--- src/rtl/fill_pkg.sv ---
// Shared definitions for the fill write/read path: descriptor field positions,
// FSM state encoding and the trailer marker word.
// The TRAILER state exists only when FILL_CHECKSUM_EN is defined.
package fill_pkg;

    localparam int DESC_W = 152;

    // Descriptor field positions (the read engine decodes with the same constants)
    localparam int DESC_BCNT_LSB  = 128;
    localparam int DESC_BCNT_MSB  = 151;
    localparam int DESC_TS_LSB    = 76;
    localparam int DESC_TS_MSB    = 127;
    localparam int DESC_START_LSB = 53;
    localparam int DESC_START_MSB = 75;
    localparam int DESC_WCNT_LSB  = 27;
    localparam int DESC_WCNT_MSB  = 52;
    localparam int DESC_ASYNC_BIT = 26;
    localparam int DESC_TYPE_LSB  = 24;
    localparam int DESC_TYPE_MSB  = 25;
    localparam int DESC_TRIG_LSB  = 0;
    localparam int DESC_TRIG_MSB  = 23;

    // Marker placed in the low word of the checksum trailer burst
    localparam logic [31:0] TRAILER_MAGIC = 32'hCAFE_F111;

    typedef enum logic [2:0] {
        ST_IDLE     = 3'd0,
        ST_PACK     = 3'd1,
        ST_WR_BURST = 3'd2,
        ST_DROP     = 3'd3,
        ST_WR_HDR   = 3'd4
`ifdef FILL_CHECKSUM_EN
        , ST_TRAILER = 3'd5
`endif
    } fill_state_e;

    // Assemble a fill descriptor from its fields
    function automatic logic [DESC_W-1:0] pack_desc(
        input logic [23:0] bcnt,
        input logic [51:0] ts,
        input logic [22:0] start,
        input logic [25:0] wcnt,
        input logic        async_m,
        input logic [1:0]  ftype,
        input logic [23:0] trig
    );
        logic [DESC_W-1:0] d;
        d = '0;
        d[DESC_BCNT_MSB:DESC_BCNT_LSB]   = bcnt;
        d[DESC_TS_MSB:DESC_TS_LSB]       = ts;
        d[DESC_START_MSB:DESC_START_LSB] = start;
        d[DESC_WCNT_MSB:DESC_WCNT_LSB]   = wcnt;
        d[DESC_ASYNC_BIT]                = async_m;
        d[DESC_TYPE_MSB:DESC_TYPE_LSB]   = ftype;
        d[DESC_TRIG_MSB:DESC_TRIG_LSB]   = trig;
        return d;
    endfunction

endpackage

--- src/rtl/fill_word_packer.sv ---
// 4-lane 32->128 word packer. Word n of a burst lands in [32n+31:32n]; a word
// flagged last zeroes every lane above it. Packed data stays put until the
// next write so the burst can be held on the DDR3 bus during stalls.
module fill_word_packer (
    input  logic         clk,
    input  logic         reset,
    input  logic         wr_en,
    input  logic [31:0]  word,
    input  logic         last,
    output logic [127:0] data,
    output logic         done
);

    logic [1:0]   lane_q, lane_d;
    logic [127:0] data_q, data_d;

    assign done = wr_en && (lane_q == 2'd3 || last);
    assign data = data_q;

    // Lane insert with zero-fill above the last word; lane pointer restarts per burst
    always_comb begin
        data_d = data_q;
        lane_d = lane_q;
        if (wr_en) begin
            for (int i = 0; i < 4; i++) begin
                if (i == int'(lane_q))
                    data_d[32*i +: 32] = word;
                else if (last && i > int'(lane_q))
                    data_d[32*i +: 32] = 32'h0;
            end
            lane_d = done ? 2'd0 : lane_q + 2'd1;
        end
    end

    // Packer registers
    always_ff @(posedge clk or posedge reset) begin
        if (reset) begin
            lane_q <= 2'd0;
            data_q <= '0;
        end else begin
            lane_q <= lane_d;
            data_q <= data_d;
        end
    end

endmodule

--- src/rtl/fill_wr_sm.sv ---
// Fill write state machine: packs the ADC word stream of one fill into 128-bit
// bursts, writes them at a circular DDR3 write pointer and pushes one
// descriptor per fill into the fill header FIFO.
// Optional feature macro: FILL_CHECKSUM_EN adds a checksum trailer burst.
module fill_wr_sm
    import fill_pkg::*;
#(
    parameter logic [22:0] BUF_LAST_ADDR = 23'h7FFFFF,
    parameter logic [23:0] MAX_BURSTS    = 24'd262144
) (
    input  logic         clk,
    input  logic         reset,
    input  logic         enable,
    input  logic         async_mode,
    input  logic [1:0]   fill_type,
    input  logic [51:0]  timestamp,
    input  logic [31:0]  s_tdata,
    input  logic         s_tvalid,
    input  logic         s_tlast,
    output logic         s_tready,
    output logic [22:0]  ddr3_wr_addr,
    output logic [127:0] ddr3_wr_data,
    output logic         ddr3_wr_valid,
    input  logic         ddr3_wr_ready,
    input  logic         fill_header_fifo_full,
    output logic         fill_header_fifo_wr_en,
    output logic [151:0] fill_header_fifo_in,
    output logic         fill_overflow
);

`ifdef FILL_CHECKSUM_EN
    // One burst of the budget is reserved for the trailer
    localparam logic [23:0] DATA_BUDGET = MAX_BURSTS - 24'd1;
    localparam fill_state_e END_ST      = ST_TRAILER;
`else
    localparam logic [23:0] DATA_BUDGET = MAX_BURSTS;
    localparam fill_state_e END_ST      = ST_WR_HDR;
`endif

    fill_state_e  state_q, state_d;
    logic [22:0]  wr_ptr_q, wr_ptr_d;
    logic [22:0]  start_q, start_d;
    logic [23:0]  burst_cnt_q, burst_cnt_d;
    logic [25:0]  word_cnt_q, word_cnt_d;
    logic [51:0]  ts_q, ts_d;
    logic         async_q, async_d;
    logic [1:0]   type_q, type_d;
    logic [23:0]  trig_q, trig_d;
    logic         ovf_q, ovf_d;
    logic         ended_q, ended_d;
`ifdef FILL_CHECKSUM_EN
    logic [31:0]  cksum_q, cksum_d;
`endif

    logic         pk_wr;
    logic         pk_done;
    logic [127:0] pk_data;
    logic [22:0]  ptr_inc;

    assign pk_wr   = (state_q == ST_PACK) && s_tvalid;
    assign ptr_inc = (wr_ptr_q == BUF_LAST_ADDR) ? 23'd0 : wr_ptr_q + 23'd1;

    fill_word_packer u_packer (
        .clk   (clk),
        .reset (reset),
        .wr_en (pk_wr),
        .word  (s_tdata),
        .last  (s_tlast),
        .data  (pk_data),
        .done  (pk_done)
    );

    assign ddr3_wr_addr  = wr_ptr_q;
    assign fill_overflow = ovf_q;
`ifdef FILL_CHECKSUM_EN
    assign ddr3_wr_data  = (state_q == ST_TRAILER)
                         ? {32'h0, 6'h0, word_cnt_q, cksum_q, TRAILER_MAGIC}
                         : pk_data;
`else
    assign ddr3_wr_data  = pk_data;
`endif
    assign fill_header_fifo_in = pack_desc(burst_cnt_q, ts_q, start_q, word_cnt_q,
                                           async_q, type_q, trig_q);

    // Next-state and handshake outputs
    always_comb begin
        state_d     = state_q;
        wr_ptr_d    = wr_ptr_q;
        start_d     = start_q;
        burst_cnt_d = burst_cnt_q;
        word_cnt_d  = word_cnt_q;
        ts_d        = ts_q;
        async_d     = async_q;
        type_d      = type_q;
        trig_d      = trig_q;
        ovf_d       = ovf_q;
        ended_d     = ended_q;
`ifdef FILL_CHECKSUM_EN
        cksum_d     = cksum_q;
`endif
        s_tready               = 1'b0;
        ddr3_wr_valid          = 1'b0;
        fill_header_fifo_wr_en = 1'b0;

        case (state_q)
            ST_IDLE: begin
                if (enable) begin
                    start_d     = async_mode ? 23'd0 : wr_ptr_q;
                    wr_ptr_d    = async_mode ? 23'd0 : wr_ptr_q;
                    burst_cnt_d = 24'd0;
                    word_cnt_d  = 26'd0;
                    async_d     = async_mode;
                    type_d      = fill_type;
                    ovf_d       = 1'b0;
                    ended_d     = 1'b0;
`ifdef FILL_CHECKSUM_EN
                    cksum_d     = 32'h0;
`endif
                    if (DATA_BUDGET == 24'd0) begin
                        state_d = ST_DROP;
                        ovf_d   = 1'b1;
                    end else begin
                        state_d = ST_PACK;
                    end
                end
            end
            ST_PACK: begin
                s_tready = 1'b1;
                if (s_tvalid) begin
                    word_cnt_d = word_cnt_q + 26'd1;
                    if (word_cnt_q == 26'd0)
                        ts_d = timestamp;
`ifdef FILL_CHECKSUM_EN
                    cksum_d = cksum_q + s_tdata;
`endif
                    if (s_tlast)
                        ended_d = 1'b1;
                    if (pk_done)
                        state_d = ST_WR_BURST;
                end
            end
            ST_WR_BURST: begin
                ddr3_wr_valid = 1'b1;
                if (ddr3_wr_ready) begin
                    burst_cnt_d = burst_cnt_q + 24'd1;
                    wr_ptr_d    = ptr_inc;
                    if (ended_q) begin
                        state_d = END_ST;
                    end else if (burst_cnt_q + 24'd1 >= DATA_BUDGET) begin
                        // Budget exhausted with the fill still running
                        state_d = ST_DROP;
                        ovf_d   = 1'b1;
                    end else begin
                        state_d = ST_PACK;
                    end
                end
            end
            ST_DROP: begin
                s_tready = 1'b1;
                if (s_tvalid && s_tlast)
                    state_d = END_ST;
            end
`ifdef FILL_CHECKSUM_EN
            ST_TRAILER: begin
                ddr3_wr_valid = 1'b1;
                if (ddr3_wr_ready) begin
                    burst_cnt_d = burst_cnt_q + 24'd1;
                    wr_ptr_d    = ptr_inc;
                    state_d     = ST_WR_HDR;
                end
            end
`endif
            ST_WR_HDR: begin
                if (!fill_header_fifo_full) begin
                    fill_header_fifo_wr_en = 1'b1;
                    trig_d  = trig_q + 24'd1;
                    state_d = ST_IDLE;
                end
            end
            default: state_d = ST_IDLE;
        endcase
    end

    // State and fill bookkeeping registers
    always_ff @(posedge clk or posedge reset) begin
        if (reset) begin
            state_q     <= ST_IDLE;
            wr_ptr_q    <= 23'd0;
            start_q     <= 23'd0;
            burst_cnt_q <= 24'd0;
            word_cnt_q  <= 26'd0;
            ts_q        <= 52'd0;
            async_q     <= 1'b0;
            type_q      <= 2'd0;
            trig_q      <= 24'd0;
            ovf_q       <= 1'b0;
            ended_q     <= 1'b0;
`ifdef FILL_CHECKSUM_EN
            cksum_q     <= 32'h0;
`endif
        end else begin
            state_q     <= state_d;
            wr_ptr_q    <= wr_ptr_d;
            start_q     <= start_d;
            burst_cnt_q <= burst_cnt_d;
            word_cnt_q  <= word_cnt_d;
            ts_q        <= ts_d;
            async_q     <= async_d;
            type_q      <= type_d;
            trig_q      <= trig_d;
            ovf_q       <= ovf_d;
            ended_q     <= ended_d;
`ifdef FILL_CHECKSUM_EN
            cksum_q     <= cksum_d;
`endif
        end
    end

endmodule

--- config.mk ---
export PLATFORM = sky130hd
export DESIGN_NAME = fill_wr_sm
export DESIGN_NICKNAME = d
export VERILOG_FILES = /design/src/rtl/fill_pkg.sv /design/src/rtl/fill_word_packer.sv /design/src/rtl/fill_wr_sm.sv
export SDC_FILE = /design/constraint.sdc
export NUM_CORES = 1
export LEC_CHECK = 0
export CORE_UTILIZATION = 48
export DETAILED_ROUTE_END_ITERATION = 10
export PLACE_DENSITY = 0.89
export SYNTH_ARGS = -nofsm -noshare
export SYNTH_HDL_FRONTEND = slang
export SYNTH_SLANG_ARGS = --single-unit
--- constraint.sdc ---
create_clock -name clk -period 10.9 [get_ports clk]
set_input_delay 1.09 -clock clk [delete_from_list [all_inputs] [get_ports clk]]
set_output_delay 1.09 -clock clk [all_outputs]
set_load 0.02 [all_outputs]
# Yosys cells after proc, flatten, opt, wreduce, memory -nomap -nowiden
# Index checks and enable logic that the tools add are counted.
[word_totals]
register_bits = 310
input_bits = 94
output_inout_bits = 307
elab_cells = 111
[classes]
add_sub_neg = 5
n_lt_le_gt_ge = 4
eq_ne = 18
mux = 39
bitwise = 1
n_reduce_logical = 28
[op_table]
columns = ["op", "count"]
rows = [
  ["32-bit two-way mux", 6],
  ["23-bit two-way mux", 4],
  ["26-bit two-way mux", 2],
  ["26-bit case mux with 2 select lines", 1],
  ["24-bit by 1-bit adder with 24-bit output (second input constant)", 2],
  ["24-bit two-way mux", 2],
  ["24-bit case mux with 2 select lines", 1],
  ["23-bit case mux with 2 select lines", 1],
  ["26-bit by 1-bit adder with 26-bit output (second input constant)", 1],
  ["26-bit zero test", 1],
  ["24-bit by 19-bit >= comparator with 1-bit output (second input constant)", 1],
  ["23-bit by 1-bit adder with 23-bit output (second input constant)", 1],
  ["23-bit equality test (second input constant)", 1],
  ["3-bit two-way mux", 7],
  ["2-bit != test (second input constant)", 8],
  ["3-bit case mux with 5 select lines", 1],
  ["2-bit AND reduction", 6],
  ["1-bit two-way mux", 10],
  ["2-bit nonzero test", 5],
  ["3-bit AND reduction", 3],
  ["3-bit by 2-bit equality test with 1-bit output (second input constant)", 2],
  ["1-bit logical AND", 6],
  ["6-bit AND reduction", 1],
  ["5-bit AND reduction", 1],
  ["17 further kinds", 21],
]

# Longest topological paths before layout
[logic_depth]
ltp_word = 6
ltp_mapped = 9
mapped_depth_nobuf = 7

# Modules after synthesis
# Synthesis repeated with hierarchy kept, for this count alone.
[unflattened]
hier_cells = 1167
hier_area_um2 = 13396.6
[modules_own_cells]
columns = ["module", "n_inst", "cells_each", "area_per_inst_um2", "seq_area_each_um2"]
rows = [
  ["fill_wr_sm", 1, 767, 8234.1, 4504.3],
  ["fill_word_packer", 1, 400, 5162.5, 3253.1],
]

# Least setup slack after synthesis
# Ideal clock, no wire load.
[synth_timing]
kind = "input to output"
start = "input fill_header_fifo_full"
end = "output fill_header_fifo_wr_en"
t_arrival_ns = 1.615
required_time_ns = 9.810
setup_slack_ns = 8.195
path_stages = 1
path_buffers = 0
cell_sequence = "nor4b_4"
[synth_via]
elab_chain_len = 2
[synth_rtl]
columns = ["item", "line", "rtl"]
rows = [
  ["from (decl)", "fill_wr_sm.sv:25", "input logic fill_header_fifo_full,"],
  ["1-bit two-way mux", "fill_wr_sm.sv:174", "if (!fill_header_fifo_full) begin"],
  ["1-bit two-way mux", "fill_wr_sm.sv:105", "case (state_q)"],
  ["to (decl)", "fill_wr_sm.sv:26", "output logic fill_header_fifo_wr_en,"],
]
# No other way between the ends.

# Worst setup path in the final report
# Same ends and word-level chain as after synthesis.

==> summary.md <==
| Metric | Value |
|---|---|
| Status | `finished, final reports clean` |
| CTS tree | `built` |
| Largest cells by area after synthesis | `dfrtp_1 (58%), mux2_2 (6.9%), nand2_1 (6.6%)` |
| Final setup fails | `0` |
| Final HPWL DP | `28400 µm` |
| Final ANT Viol Nets | `0` |
| Pwr Density | `241 nW/µm²` |
| Worst setup endpoint | `fill_header_fifo_wr_en` |
| Fillers | `1863` |
| Fraction of layout cells with a size suffix above 1 | `0.104` |
| Post-route DRC | `0` |
| Maxcap violations | `0` |
| Port Buf Inserts | `400` |
| Post-synth top cells | `dfrtp_1 (310), nand2_1 (236), mux2_2 (83), nand3_1 (76), o21ai_0 (71)` |
| Boundary pin count | `401` |
| Largest net degree at the start of global routing | `88` |
| Syn Inst Count | `1250` |
| Gates resized, CTS repair | `0` |
| Vias per inst | `5.73` |
| Critical Path Max Stage Delay | `0.75 ns` |
| Worst Hold Class | `reg2reg` |
| Leakage | `8.29 nW` |
| CP arrival | `2.84 ns` |
| Rel. slew slack | `0.253` |
| Buf+Inv Stages, Crit Path | `2` |
| Clock transition at path regs | `0.05 ns` |
| FP Rows | `60` |
| Final GP Congestion | `0.913` |
| R2R depth | `5` |
| Die width | `170 µm` |
| CP Depth | `3` |
| Area grow syn2layout | `41.1%` |
| Max Slew Vio Count | `0` |
| CP required | `9.81 ns` |
| DR WL/cell | `20.3 µm` |
| Hold Vio Cnt, Final | `0` |
| Fin crit share | `0.360` |
| Most instantiated library cell after synthesis | `dfrtp_1` |
| RSZ-0062 raised after global routing | `no` |
| Period minus WS final | `3.93 ns` |
| H-tree depth | `2` |
| Reg2reg end | `ddr3_wr_addr[5]` |
| Yosys top cell by area | `dfrtp_1` |
| R2R Path Start | `state_q[1]` |
| Crit path max-delay family | `buffers and inverters` |
| Synth unique cells | `66` |
| Yosys reg bits | `310` |
| Clock Latency Late Sink | `0.51 ns` |
| Critical-path top delay cell | `clkdlybuf4s50_1` |
| Hold_sp | `u_packer.data[37]` |
| Synthesized Nets | `1353` |
| Post-Syn Area | `13500 µm²` |
| Total chip power | `4.58 mW` |
| DRT iter0 DRCs | `1073` |
| Hold slack | `0.465 ns` |
| First-pass detailed-route iteration total | `7` |
| FF+latch area | `7760 µm²` |
| Yosys top cell area share | `0.575` |
| Clock Sinks | `310` |
| Clock skew | `0.0178 ns` |
| Fmax | `255 MHz` |
| Multi-input gate area | `5380 µm²` |
| Worst Max-Slew Pin Slew | `1.12 ns` |
| Ys flop type | `dfrtp_1` |
| TNS Setup | `0 ns` |
| Max VDD drop | `0.199 mV` |
| Hold Buf Count CTS | `0` |
| Gr usage total | `0.284` |
| Worst setup path startpoint | `fill_header_fifo_full` |
| Die Y | `170 µm` |
| Synthesis Warnings | `0` |
| Initial antenna violation count | `3` |
| Mean Syn Cell Area | `10.8 µm²` |
| Final net count | `1738` |
| Total CTS buffers | `34` |
| Root buffer cell | `clkbuf_16` |
| Die area | `28800 µm²` |
| EDFF count, synth | `0` |
| CTS max path bufs | `3` |
| Effective utilization at floorplan | `0.495` |
| Post-synth ARST share | `1.00` |
| Final wirelength | `41300 µm` |
| Number of global-route vias before repair | `11500` |
| Reg2reg setup slack | `8.01 ns` |
| CP cell instances | `clkdlybuf4s50_1, nor4b_4, clkdlybuf4s50_1` |
| CP startpoint kind | `input port` |
| Crit-path max FO | `7` |
| Setup crit end kind | `output pin` |
| Congestion Overflow GR | `0` |
| Global-route wire length before repair | `64400 µm` |
| Cell mode on critical path | `clkdlybuf4s50_1` |
| Setup bufs post-CTS | `0` |
| Crit Path Category | `in2out` |
| Post-synthesis sequential area ratio | `0.575` |
| Total number of vias | `11700` |
| CORE AREA | `27300 µm²` |
## placed cells by master (no fill, tap or decap), drive strengths merged, types with 7 or more instances in the layout
cell type,instances
o211ai,10
xor2,17
a31oi,11
nand4,27
mux2,86
nand3b,18
nor3,16
and4,12
clkbuf,49
nor4,17
ha,9
o21ai,72
a21oi,23
buf,14
a22o,38
nand2,236
inv,24
dfrtp,310
o31ai,8
clkdlybuf4s50,400
and3,17
nor2,58
mux2i,7
xnor2,33
nand3,77
## worst register-to-register path, stage by stage (launching register included)
cell and delay (ns):
dfrtp_1 0.71, mux2_2 0.33, and2_1 0.70, nand2_1 0.53, a21o_1 0.29, a22o_1 0.22
## sequential cells by signal (all words and copies together) (netlist names), 3 cells and up
| register | flops |
|---|---|
| word_cnt_q | 26 |
| ts_q | 52 |
| ddr3_wr_addr | 23 |
| burst_cnt_q | 24 |
| trig_q | 24 |
| u_packer.data | 128 |
| state_q | 3 |
| start_q | 23 |
## logic make-up after synthesis
logic type	Yosys count	synth area share
xor gates and xnor gates	50	0.0325
muxes	93	0.0770
and+or+nand+nor	512	0.187
AOI/OAI and AO/OA	188	0.0915
DFF	310	0.575
adders and majority gates	9	0.00835
buffers and inverters	88	0.0281
## routing by layer
| metal | up-vias | track usage | routed length, µm |
|---|---|---|---|
| li1 | 5190 | - | - |
| met1 | 5723 | 0.356 | 15700 |
| met2 | 631 | 0.464 | 20000 |
| met3 | 125 | 0.0606 | 3490 |
| met4 | 0 | 0.143 | 2040 |
| met5 | - | 0 | 0 |
## worst min path at each step
stage | cells past startpoint | slack, ns | endpoint
global route | 2 | 0.48 | u_packer.data[54]
floorplan | 2 | 0.45 | async_q
global placement | 2 | 0.45 | u_packer.data[61]
finish | 2 | 0.46 | u_packer.data[37]
CTS | 2 | 0.47 | u_packer.data[37]
detailed placement | 2 | 0.45 | u_packer.data[37]
## cell type report
type                    count  area share
diodes                      3    0.000395
repair buffers            414       0.216
well taps                 372      0.0245
inverters                  23     0.00493
multi-input cells         852       0.283
clock inverters            12      0.0114
flip-flops and latches    310       0.408
clock buffers              49      0.0525
## power breakdown
| group | total [mW] | internal [mW] | switching [mW] |
|---|---|---|---|
| Sequential | 1.63 | 1.45 | 0.188 |
| Combinational | 1.71 | 0.787 | 0.918 |
| Clock | 1.24 | 0.780 | 0.460 |
## through the flow
stage | instances | area (µm²) | utilization | setup slack, ns
after floorplan | 1250 | 13500 | - | 1.24
after global placement | 1971 | 17800 | 0.653 | 6.94
after detailed placement | 1971 | 17800 | 0.653 | 6.90
after CTS | 2032 | 19000 | 0.698 | 6.97
after global routing | 2035 | 19000 | 0.698 | 6.92
final | 2035 | 19000 | 0.698 | 6.97
(Power assumes the default switching activity.)
